--- config.mk ---
export PLATFORM = sky130hd
export DESIGN_NAME = fp_apu_arbiter
export DESIGN_NICKNAME = d
export VERILOG_FILES = /design/src/rtl/fp_arb_pkg.sv /design/src/rtl/fp_tag_fifo.sv /design/src/rtl/fp_apu_arbiter.sv
export SDC_FILE = /design/constraint.sdc
export NUM_CORES = 1
export LEC_CHECK = 0
export CORE_AREA = 8 8 176 178
export CTS_BUF_LIST = sky130_fd_sc_hd__clkbuf_8 sky130_fd_sc_hd__clkbuf_16
export CTS_CLUSTER_DIAMETER = 40
export CTS_CLUSTER_SIZE = 14
export DETAILED_ROUTE_END_ITERATION = 8
export DIE_AREA = 0 0 184 186
export PLACE_DENSITY = 0.56
export SLEW_MARGIN = 0
export SYNTH_ARGS = -nofsm -noshare
export SYNTH_HDL_FRONTEND = slang
export SYNTH_SLANG_ARGS = --single-unit
--- constraint.sdc ---
create_clock -name clk_i -period 3 [get_ports clk_i]
set_clock_uncertainty 0.15 [all_clocks]
set_input_delay 0.9 -clock clk_i [delete_from_list [all_inputs] [get_ports clk_i]]
set_output_delay 0.9 -clock clk_i [all_outputs]
set_load 0.01 [all_outputs]
--- src/rtl/fp_arb_pkg.sv ---
// Shared APU protocol widths and payload records for the FPU arbiter.
package fp_arb_pkg;

    localparam int APU_NARGS    = 3;
    localparam int APU_WOP      = 6;
    localparam int APU_NDSFLAGS = 11;
    localparam int APU_NUSFLAGS = 5;

    typedef struct packed {
        logic [APU_NARGS-1:0][31:0] operands;
        logic [APU_WOP-1:0]         op;
        logic [APU_NDSFLAGS-1:0]    flags;
    } apu_req_t;

    typedef struct packed {
        logic [31:0]             rdata;
        logic [APU_NUSFLAGS-1:0] rflags;
    } apu_rsp_t;

    // Index width that stays at least one bit for degenerate sizes.
    function automatic int idx_w(input int n);
        return (n > 1) ? $clog2(n) : 1;
    endfunction

endpackage

--- src/rtl/fp_tag_fifo.sv ---
// In-order owner-tag FIFO; the arbiter never pushes while full or pops while empty.
module fp_tag_fifo #(
    parameter int DEPTH = 4,
    parameter int TAG_W = 1
) (
    input  logic                     i_clk,
    input  logic                     i_rst,
    input  logic                     i_push,
    input  logic                     i_pop,
    input  logic [TAG_W-1:0]         i_tag,
    output logic [TAG_W-1:0]         o_tag,
    output logic                     o_full,
    output logic                     o_empty,
    output logic [$clog2(DEPTH):0]   o_count
);

    localparam int PTR_W = $clog2(DEPTH);
    localparam int CNT_W = PTR_W + 1;
    localparam logic [CNT_W-1:0] FULL_CNT = CNT_W'(DEPTH);

    logic [TAG_W-1:0] r_mem [DEPTH];
    logic [PTR_W-1:0] r_wptr;
    logic [PTR_W-1:0] r_rptr;
    logic [CNT_W-1:0] r_count;

    always_ff @(posedge i_clk) begin
        if (i_rst) begin
            r_wptr  <= '0;
            r_rptr  <= '0;
            r_count <= '0;
        end else begin
            if (i_push) begin
                r_mem[r_wptr] <= i_tag;
                r_wptr        <= r_wptr + 1'b1;
            end
            if (i_pop) begin
                r_rptr <= r_rptr + 1'b1;
            end
            case ({i_push, i_pop})
                2'b10:   r_count <= r_count + 1'b1;
                2'b01:   r_count <= r_count - 1'b1;
                default: r_count <= r_count;
            endcase
        end
    end

    assign o_tag   = r_mem[r_rptr];
    assign o_full  = (r_count == FULL_CNT);
    assign o_empty = (r_count == '0);
    assign o_count = r_count;

endmodule

--- src/rtl/fp_apu_arbiter.sv ---
// Round-robin arbiter sharing one FPU between APU requesters, routing
// in-order responses back to their issuers via a tag FIFO.
module fp_apu_arbiter
    import fp_arb_pkg::*;
#(
    parameter int NUM_REQ = 2,
    parameter int DEPTH   = 4
) (
    input  logic                                        clk_i,
    input  logic                                        rst_ni,
    input  logic [NUM_REQ-1:0]                          req_i,
    output logic [NUM_REQ-1:0]                          gnt_o,
    input  logic [NUM_REQ-1:0][APU_NARGS-1:0][31:0]     operands_i,
    input  logic [NUM_REQ-1:0][APU_WOP-1:0]             op_i,
    input  logic [NUM_REQ-1:0][APU_NDSFLAGS-1:0]        flags_i,
    output logic [NUM_REQ-1:0]                          rvalid_o,
    output logic [NUM_REQ-1:0][31:0]                    rdata_o,
    output logic [NUM_REQ-1:0][APU_NUSFLAGS-1:0]        rflags_o,
    output logic                                        fpu_req_o,
    input  logic                                        fpu_gnt_i,
    output logic [APU_NARGS-1:0][31:0]                  fpu_operands_o,
    output logic [APU_WOP-1:0]                          fpu_op_o,
    output logic [APU_NDSFLAGS-1:0]                     fpu_flags_o,
    input  logic                                        fpu_rvalid_i,
    input  logic [31:0]                                 fpu_rdata_i,
    input  logic [APU_NUSFLAGS-1:0]                     fpu_rflags_i,
    output logic                                        busy_o,
    output logic                                        err_o
);

    localparam int TAG_W = idx_w(NUM_REQ);
    localparam int CNT_W = $clog2(DEPTH) + 1;
    localparam logic [TAG_W:0]   NREQ_W = (TAG_W+1)'(NUM_REQ);
    localparam logic [TAG_W-1:0] LAST   = TAG_W'(NUM_REQ - 1);

    logic [TAG_W-1:0]                    r_rr_ptr;
    logic                                r_err;
    logic [NUM_REQ-1:0]                  r_rvalid;
    logic [NUM_REQ-1:0][31:0]            r_rdata;
    logic [NUM_REQ-1:0][APU_NUSFLAGS-1:0] r_rflags;

    logic [2*NUM_REQ-1:0] w_req_dbl;
    logic [NUM_REQ-1:0]   w_req_rot;
    logic [TAG_W-1:0]     w_offset;
    logic [TAG_W:0]       w_sum;
    logic [TAG_W-1:0]     w_winner;
    logic [TAG_W-1:0]     w_next;
    logic                 w_any;
    apu_req_t             w_win_req;

    logic             w_full;
    logic             w_empty;
    logic [CNT_W-1:0] w_count;
    logic [TAG_W-1:0] w_head;
    logic             w_hs;
    logic             w_bypass;
    logic             w_orphan;
    logic             w_push;
    logic             w_pop;
    logic [TAG_W-1:0] w_owner;

    // Rotate requests so the pointer sits at bit 0; the lowest set bit wins.
    assign w_req_dbl = {req_i, req_i};
    assign w_req_rot = NUM_REQ'(w_req_dbl >> r_rr_ptr);
    assign w_any     = |req_i;

    always_comb begin
        w_offset = '0;
        for (int i = NUM_REQ - 1; i >= 0; i--) begin
            if (w_req_rot[i]) begin
                w_offset = TAG_W'(i);
            end
        end
    end

    assign w_sum    = {1'b0, r_rr_ptr} + {1'b0, w_offset};
    assign w_winner = (w_sum >= NREQ_W) ? (w_sum[TAG_W-1:0] - NREQ_W[TAG_W-1:0])
                                        : w_sum[TAG_W-1:0];
    assign w_next   = (w_winner == LAST) ? '0 : (w_winner + 1'b1);

    always_comb begin
        w_win_req = '0;
        if (w_any) begin
            w_win_req.operands = operands_i[w_winner];
            w_win_req.op       = op_i[w_winner];
            w_win_req.flags    = flags_i[w_winner];
        end
    end

    assign fpu_operands_o = w_win_req.operands;
    assign fpu_op_o       = w_win_req.op;
    assign fpu_flags_o    = w_win_req.flags;

    // A full FIFO blocks issue even when a pop frees a slot this cycle.
    assign fpu_req_o = w_any & ~w_full & ~rst_ni;
    assign w_hs      = fpu_req_o & fpu_gnt_i;

    always_comb begin
        gnt_o = '0;
        if (w_hs) begin
            gnt_o[w_winner] = 1'b1;
        end
    end

    // Latency-0 FPU: the response belongs to the op issued in the same cycle.
    assign w_bypass = fpu_rvalid_i & w_empty & w_hs;
    assign w_orphan = fpu_rvalid_i & w_empty & ~w_hs;
    assign w_pop    = fpu_rvalid_i & ~w_empty;
    assign w_push   = w_hs & ~w_bypass;
    assign w_owner  = w_empty ? w_winner : w_head;

    fp_tag_fifo #(
        .DEPTH (DEPTH),
        .TAG_W (TAG_W)
    ) u_fifo (
        .i_clk   (clk_i),
        .i_rst   (rst_ni),
        .i_push  (w_push),
        .i_pop   (w_pop),
        .i_tag   (w_winner),
        .o_tag   (w_head),
        .o_full  (w_full),
        .o_empty (w_empty),
        .o_count (w_count)
    );

    always_ff @(posedge clk_i) begin
        if (rst_ni) begin
            r_rr_ptr <= '0;
            r_err    <= 1'b0;
            r_rvalid <= '0;
            r_rdata  <= '0;
            r_rflags <= '0;
        end else begin
            r_rvalid <= '0;
            if (w_hs) begin
                r_rr_ptr <= w_next;
            end
            if (w_orphan) begin
                r_err <= 1'b1;
            end
            if (fpu_rvalid_i && !w_orphan) begin
                r_rvalid[w_owner] <= 1'b1;
                r_rdata[w_owner]  <= fpu_rdata_i;
                r_rflags[w_owner] <= fpu_rflags_i;
            end
        end
    end

    assign rvalid_o = r_rvalid;
    assign rdata_o  = r_rdata;
    assign rflags_o = r_rflags;
    assign busy_o   = (w_count != '0);
    assign err_o    = r_err;

endmodule

Word-level counts from Yosys, hierarchy flattened
Memory sizes are Yosys's and may differ from the RTL's. A register that Yosys moved wholly into a read port is not among the register bits.
Index checks and enable logic that the tools add are counted.
{"block": "totals", "latch_bits": 0, "register_bits": 85, "mem_count": 1, "elab_cells": 76, "output_inout_bits": 194, "ram_bits": 4, "romBits": 0, "input_bits": 269}
{"name": "u_fifo.r_mem", "words": 4, "width": 1, "read_ports": 1, "rd_clocked_by_memory_dff": 1, "write_ports": 1, "line_no": "fp_tag_fifo.sv:21", "text": "logic [TAG_W-1:0] r_mem [DEPTH];"}
{"block": "op_classes", "n_mux": 28, "n_reduce_logical": 9, "n_shift": 1, "magnitude_cmp": 4, "eq_ne": 3, "n_addsub": 6, "n_div": 0, "n_mul": 0, "n_bitwise": 14}
{"cell": "$mux W96", "count": 2}
{"cell": "$mux W113", "count": 1}
{"cell": "$bwmux W64", "count": 1}
{"cell": "$demux W32 S1", "count": 1}
{"cell": "$mux W32", "count": 1}
{"cell": "$mux W11", "count": 2}
{"cell": "$mux W6", "count": 2}
{"cell": "$bwmux W10", "count": 1}
{"cell": "$mux W1", "count": 9}
{"cell": "$and A1 B1 Y1", "count": 8}
{"cell": "$mux W2", "count": 3}
{"cell": "$not A1 Y1", "count": 6}
{"cell": "$pmux W3 S2", "count": 1}
{"cell": "$demux W5 S1", "count": 1}
{"cell": "$mux W5", "count": 1}
{"cell": "$add A2 B1 Y2 const B", "count": 2}
{"cell": "$lt A1 B2 Y1 const B", "count": 2}
{"cell": "$reduce_or A2 Y1", "count": 2}
{"cell": "$shr A4 B1 Y2", "count": 1}
{"cell": "$add A3 B1 Y3 const B", "count": 1}
{"cell": "$eq A3 B3 Y1 const B", "count": 1}
{"cell": "$logic_and A1 B1 Y1", "count": 3}
{"cell": "$logic_not A3 Y1", "count": 1}
{"cell": "$reduce_bool A3 Y1", "count": 1}
{"cell": "9 further kinds", "count": 11}

Depth between registers and ports, before layout
{"block": "logic_depth", "ltp_word": 11, "depth_mapped": 10, "ltp_nobuf": 9}

Modules after synthesis
From an unflattened synthesis, not the netlist that was laid out.
{"block": "unflattened", "hier_cells": 743, "area_unflattened_um2": 5114.9}
{"module": "fp_apu_arbiter", "area_each_um2": 4533.1, "instances": 1, "seq_area_each_um2": 1561.5, "cells_per_inst": 690}
{"module": "fp_tag_fifo", "area_each_um2": 581.8, "instances": 1, "seq_area_each_um2": 300.3, "cells_per_inst": 53}

Worst setup path before layout
OpenSTA, ideal clock, no wires.
{"block": "synth_path", "path_kind": "input to output", "start": "input req_i[1]", "end": "output fpu_operands_o[24] (netlist bit)", "path_buffers": 2, "required_time_ns": 1.950, "cell_stages": 6, "setup_slack_ns": -0.274, "arrival_ns": 2.224, "path_cell_list": "nand2b_1 -> a21oi_2 -> clkbuf_1 -> clkbuf_1 -> nand2_1 -> a21oi_1"}
{"element": "start, declared", "line_no": "fp_apu_arbiter.sv:11", "text": "input logic [NUM_REQ-1:0] req_i,"}
{"element": "end, declared", "line_no": "fp_apu_arbiter.sv:21", "text": "output logic [APU_NARGS-1:0][31:0] fpu_operands_o,"}

==> summary by stage <==
Outcome
The checks that failed: setup timing. The run finished, with violations left.

Worst setup path
Traced cell by cell, the critical path runs through buf_6 > nand2b_4 > a21oi_4 > buf_12 > buf_12 > buf_12 > nand2_1 > a21oi_2 > buf_2. The class of the most critical setup path is input pin to output pin. The most critical setup path has its startpoint at req_i[1]. The worst endpoint data arrival time is around 2.1 ns. By instance count, the cell type seen most on the critical path is buf_12. The internal reg-to-reg setup slack is around 0.8 ns.

The capturing element type of the critical path is an output pin. The slowest cell on the critical path is buf_12. The cell count of the worst reg-to-reg path is 9.

The worst setup path is launched from an input pin. The startpoint of the worst-slack reg-to-reg timing path is u_fifo.o_count[2]. The data required time of the worst path is approximately 2.0 ns. The critical path's largest stage delay is ~0.18 ns.

The biggest fanout along the worst timing path is 8.

Place
The number of buffers added on ports is 462. The post-placement setup slack is -1.05 ns. The placed wire-length estimate is around 24,000 um. The placer congestion estimate is between 0.8 and 0.9.

Once placement completed, the tool counted placed cells totaling ~1,600.

Layout
The area of combinational cells with multiple inputs is approximately 0.0040 mm2. The number of nets in the final layout is between 1,500 and 2,000. The footprint of the flip-flops and latches is ~0.0019 mm2. The layout has 2,937 filler cells.

The post-layout instance count excluding filler cells is 1,637. Cells with a size suffix above 1 make up a little under a third of the layout. The area added between synthesis and finish is 122%.

Route
The first-pass detailed-route iteration total is 4. The overall routed net length is ~32,000 um. The number of vias per cell after detailed routing is around 4.3.

In this run, the number of DRC markers left after iteration 0 of detailed routing was around 260. The final routed wire length divided by cell count is around 20 um. The via count of the routed design is 6,980.

Once detail routing completed, the nets flagged for antenna violations numbered 0. The DRC violations left is 0.

Die
The core outline area is between 0.02 and 0.03 mm2. The die area is roughly 0.034 mm2. After floorplanning, the core was divided into 62 placement rows. The I/O pin count is ~460. Once the floorplan was initialized, standard cells occupied between 10% and 20% of the core.

The die is 184 um wide. In this run the vertical extent of the chip is 186 um.

Pwr
The worst-case vdd ir drop is 0.250 mV. The clock share of power is 21.8%. The share of total power dissipated in combinational logic is 49.4%. The ratio of total power to cell area is between 400 and 500 mW/mm2. The net switching component of the power is 0.00170 W. In this run the static leakage power is between 5 and 6 nW. The switching part of the total power is approximately a third. The portion of total power attributed to sequential cells is between 20 and 30%.

The internal cell power is ~0.0034 W.

STA
The final count of hold timing violations is 0. The max-slew violation total from the final report was 0. Derived from the worst setup path, the maximum achievable clock frequency is ~0.32 GHz. For the finished layout, the period the worst path requires is 3.16 ns.

In the finished design, the share of the clock period the worst path needs comes to 105%. Final hold analysis gives a worst-case slack of approximately 0.32 ns. The smallest setup slack after layout is -0.162 ns. Setup repair after global routing could not meet its margin everywhere. Setup violations remaining at the end of the flow were counted as around 110. The transition time of the tightest slew-check pin is 0.935 ns. The worst pin sits at a relative slew slack of 37.6%.

Yosys
The cell count after synthesis came out at 742. Yosys printed 0 warnings. Counting flops with an async set or reset pin after synthesis yields a share of 0%. After synthesis, the cell types taking the most area are dfxtp_1 32%, nand2_1 16%, mux2i_1 14%, nand2b_1 13%, a21oi_1 11%. The number of nets in the synthesized netlist is approximately 1,000.

The share of Yosys cell area claimed by the top area cell type is between 30% and 40%. The sequential-to-total area share from yosys stat is 34.2%. The largest total area in the synthesized netlist belongs to dfxtp_1. The register bit count reported by yosys is around 90. The number of enable flip-flop cells after synthesis is 4. The number of distinct standard cells referenced by the synthesized netlist is 35. The top flip-flop cell by instance count after synthesis is dfxtp_1.

In this run the mean area of a mapped cell was 7.34 um2. The synthesized area is 0.00545 mm2.

Clock network
The tree is rooted in a clkbuf_16. The maximum level of the CTS H-tree is 3. The number of buffers added by the clock tree synthesis step is 9. The clock input transition at the sequential cells of the worst setup and hold paths is about 0.060 ns. Counting every sink on the clock net gives 91. The later-pin clock latency in the skew report is approximately 0.34 ns. The clock tree from TritonCTS is yes. The buffer levels on the longest clock path is 2.

Hold path
The tightest min-delay check is of the register to register type. The worst hold path begins at rdata_o[49]. The instance count along the most critical hold path is 2.

GRT
The maximum number of pins on one net before global-route repair is between 100 and 150. The number of antenna violations at the first check in global routing came to 5. The via count of the first global-routing pass is between 6,000 and 7,000. The total global-route track usage is approximately 17%. After global routing the overflow that remains totals 0. The first global-routing pass estimated 45,000 um of wire.

Run
The total of max-cap violations is 0.
## power by group through the flow
stage,clock network (W),logic [W],registers [W]
6_report,0.00111,0.00250,0.00146
5_1_grt,0.00119,0.00269,0.00148
4_1_cts,0.00116,0.00243,0.00146
3_5_place_dp,0,0.00231,0.00149
3_3_place_gp,0,0.00231,0.00148
2_1_floorplan,0,0.000904,0.00154
## through the flow
| step | utilization [%] | instance area (um2) | setup TNS (ns) | total power [W] |
|---|---|---|---|---|
| after floorplan | - | 5560 | -0.538 | 0.00245 |
| after global placement | 38.8 | 11000 | -120.43 | 0.00380 |
| after detailed placement | 38.8 | 11000 | -122.19 | 0.00380 |
| after CTS | 40.8 | 11500 | -15.35 | 0.00505 |
| after global routing | 42.7 | 12100 | -17.41 | 0.00537 |
| final | 42.8 | 12100 | -11.82 | 0.00507 |
## cell usage after synthesis, drive strengths merged, types with 2 or more instances
cell,number
clkbuf,45
mux2i,75
nor2,14
buf,13
or3,2
and2,6
xor2,3
nor3,3
a41oi,2
edfxtp,4
xnor2,2
nor3b,2
nand2,226
inv,9
dfxtp,87
a21oi,117
nand2b,114
a31oi,2
a41o,2
ha,5
## placed cells by master (no fill, tap or decap), types with 2 or more instances in the layout
master / Yosys / final
clkbuf_16: 0 / 13
nor3_1: 2 / 2
and2_1: 6 / 6
buf_4: 4 / 49
xor2_1: 3 / 3
nand2b_1: 114 / 113
mux2i_1: 75 / 75
a21oi_4: 0 / 3
a41o_1: 2 / 2
nor2_1: 14 / 11
xnor2_1: 2 / 2
dlygate4sd2_1: 0 / 2
clkinv_2: 0 / 3
buf_6: 3 / 20
ha_1: 5 / 5
buf_8: 0 / 7
a41oi_4: 0 / 2
nor2_4: 0 / 2
buf_2: 4 / 97
a21oi_1: 116 / 39
nor3b_1: 2 / 2
clkdlybuf4s50_1: 0 / 342
nand2_2: 0 / 44
buf_12: 0 / 17
nand2_1: 226 / 149
dfxtp_1: 87 / 87
buf_16: 0 / 10
nand2_4: 0 / 33
diode_2: 0 / 5
edfxtp_1: 4 / 4
a21oi_2: 1 / 75
inv_1: 7 / 9
a31oi_1: 2 / 2
## path summary, 6_finish.rpt
kind,to
setup reg to reg,u_fifo.o_count[2]
setup / recovery,fpu_operands_o[84]
hold reg to reg,rdata_o[49]
hold / removal,rdata_o[49]
## routing by layer
metal | share of wire (%) | vias up | GRT usage (%)
met3 | 9.0 | 40 | 6.40
met4 | 2.3 | 2 | 5.16
met1 | 38 | 3235 | 19.1
li1 | - | 3433 | -
met5 | 0.040 | - | 0
met2 | 50 | 270 | 31.3
## registers in the layout, indices dropped and copies added, names as in the netlist, 2 cells and up, named ones only
| signal | cells |
|---|---|
| u_fifo.r_mem | 4 |
| u_fifo.r_wptr | 2 |
| rdata_o | 64 |
| rvalid_o | 2 |
| rflags_o | 10 |
| u_fifo.o_count | 3 |
| u_fifo.r_rptr | 2 |
## final cells by class
cell class	instances	share of cell area (%)
Multi-Input combinational cell	584	33.5
Tap cell	384	3.98
Antenna cell	5	0.104
Clock buffer	9	1.87
Clock inverter	7	0.508
Timing Repair Buffer	548	44.2
Sequential cell	91	15.4
Inverter	9	0.415
## timing repair
item / 4_1_cts / 5_1_grt
pin swaps: 55 / 63
setup buffers: 10 / 12
hold buffers: 0 / 0
cloned: 11 / 4
setup endpoints to repair: 118 / 117
resized for setup: 605 / 113
## critical path, delay by kind of cell
kind                   cells  cell delay [ns]
buffers and inverters      5             0.73
AOI/OAI and AO/OA          2             0.27
and+or+nand+nor            2             0.21
## cells by family after synthesis
group / share of synthesized area (%)
xor+xnor: 0.804
mux: 14.2
buf+inv: 5.40
simple gates: 31.8
compound gates: 12.1
fa+ha+maj: 1.52
flops: 34.2
(Power assumes the default switching activity.)
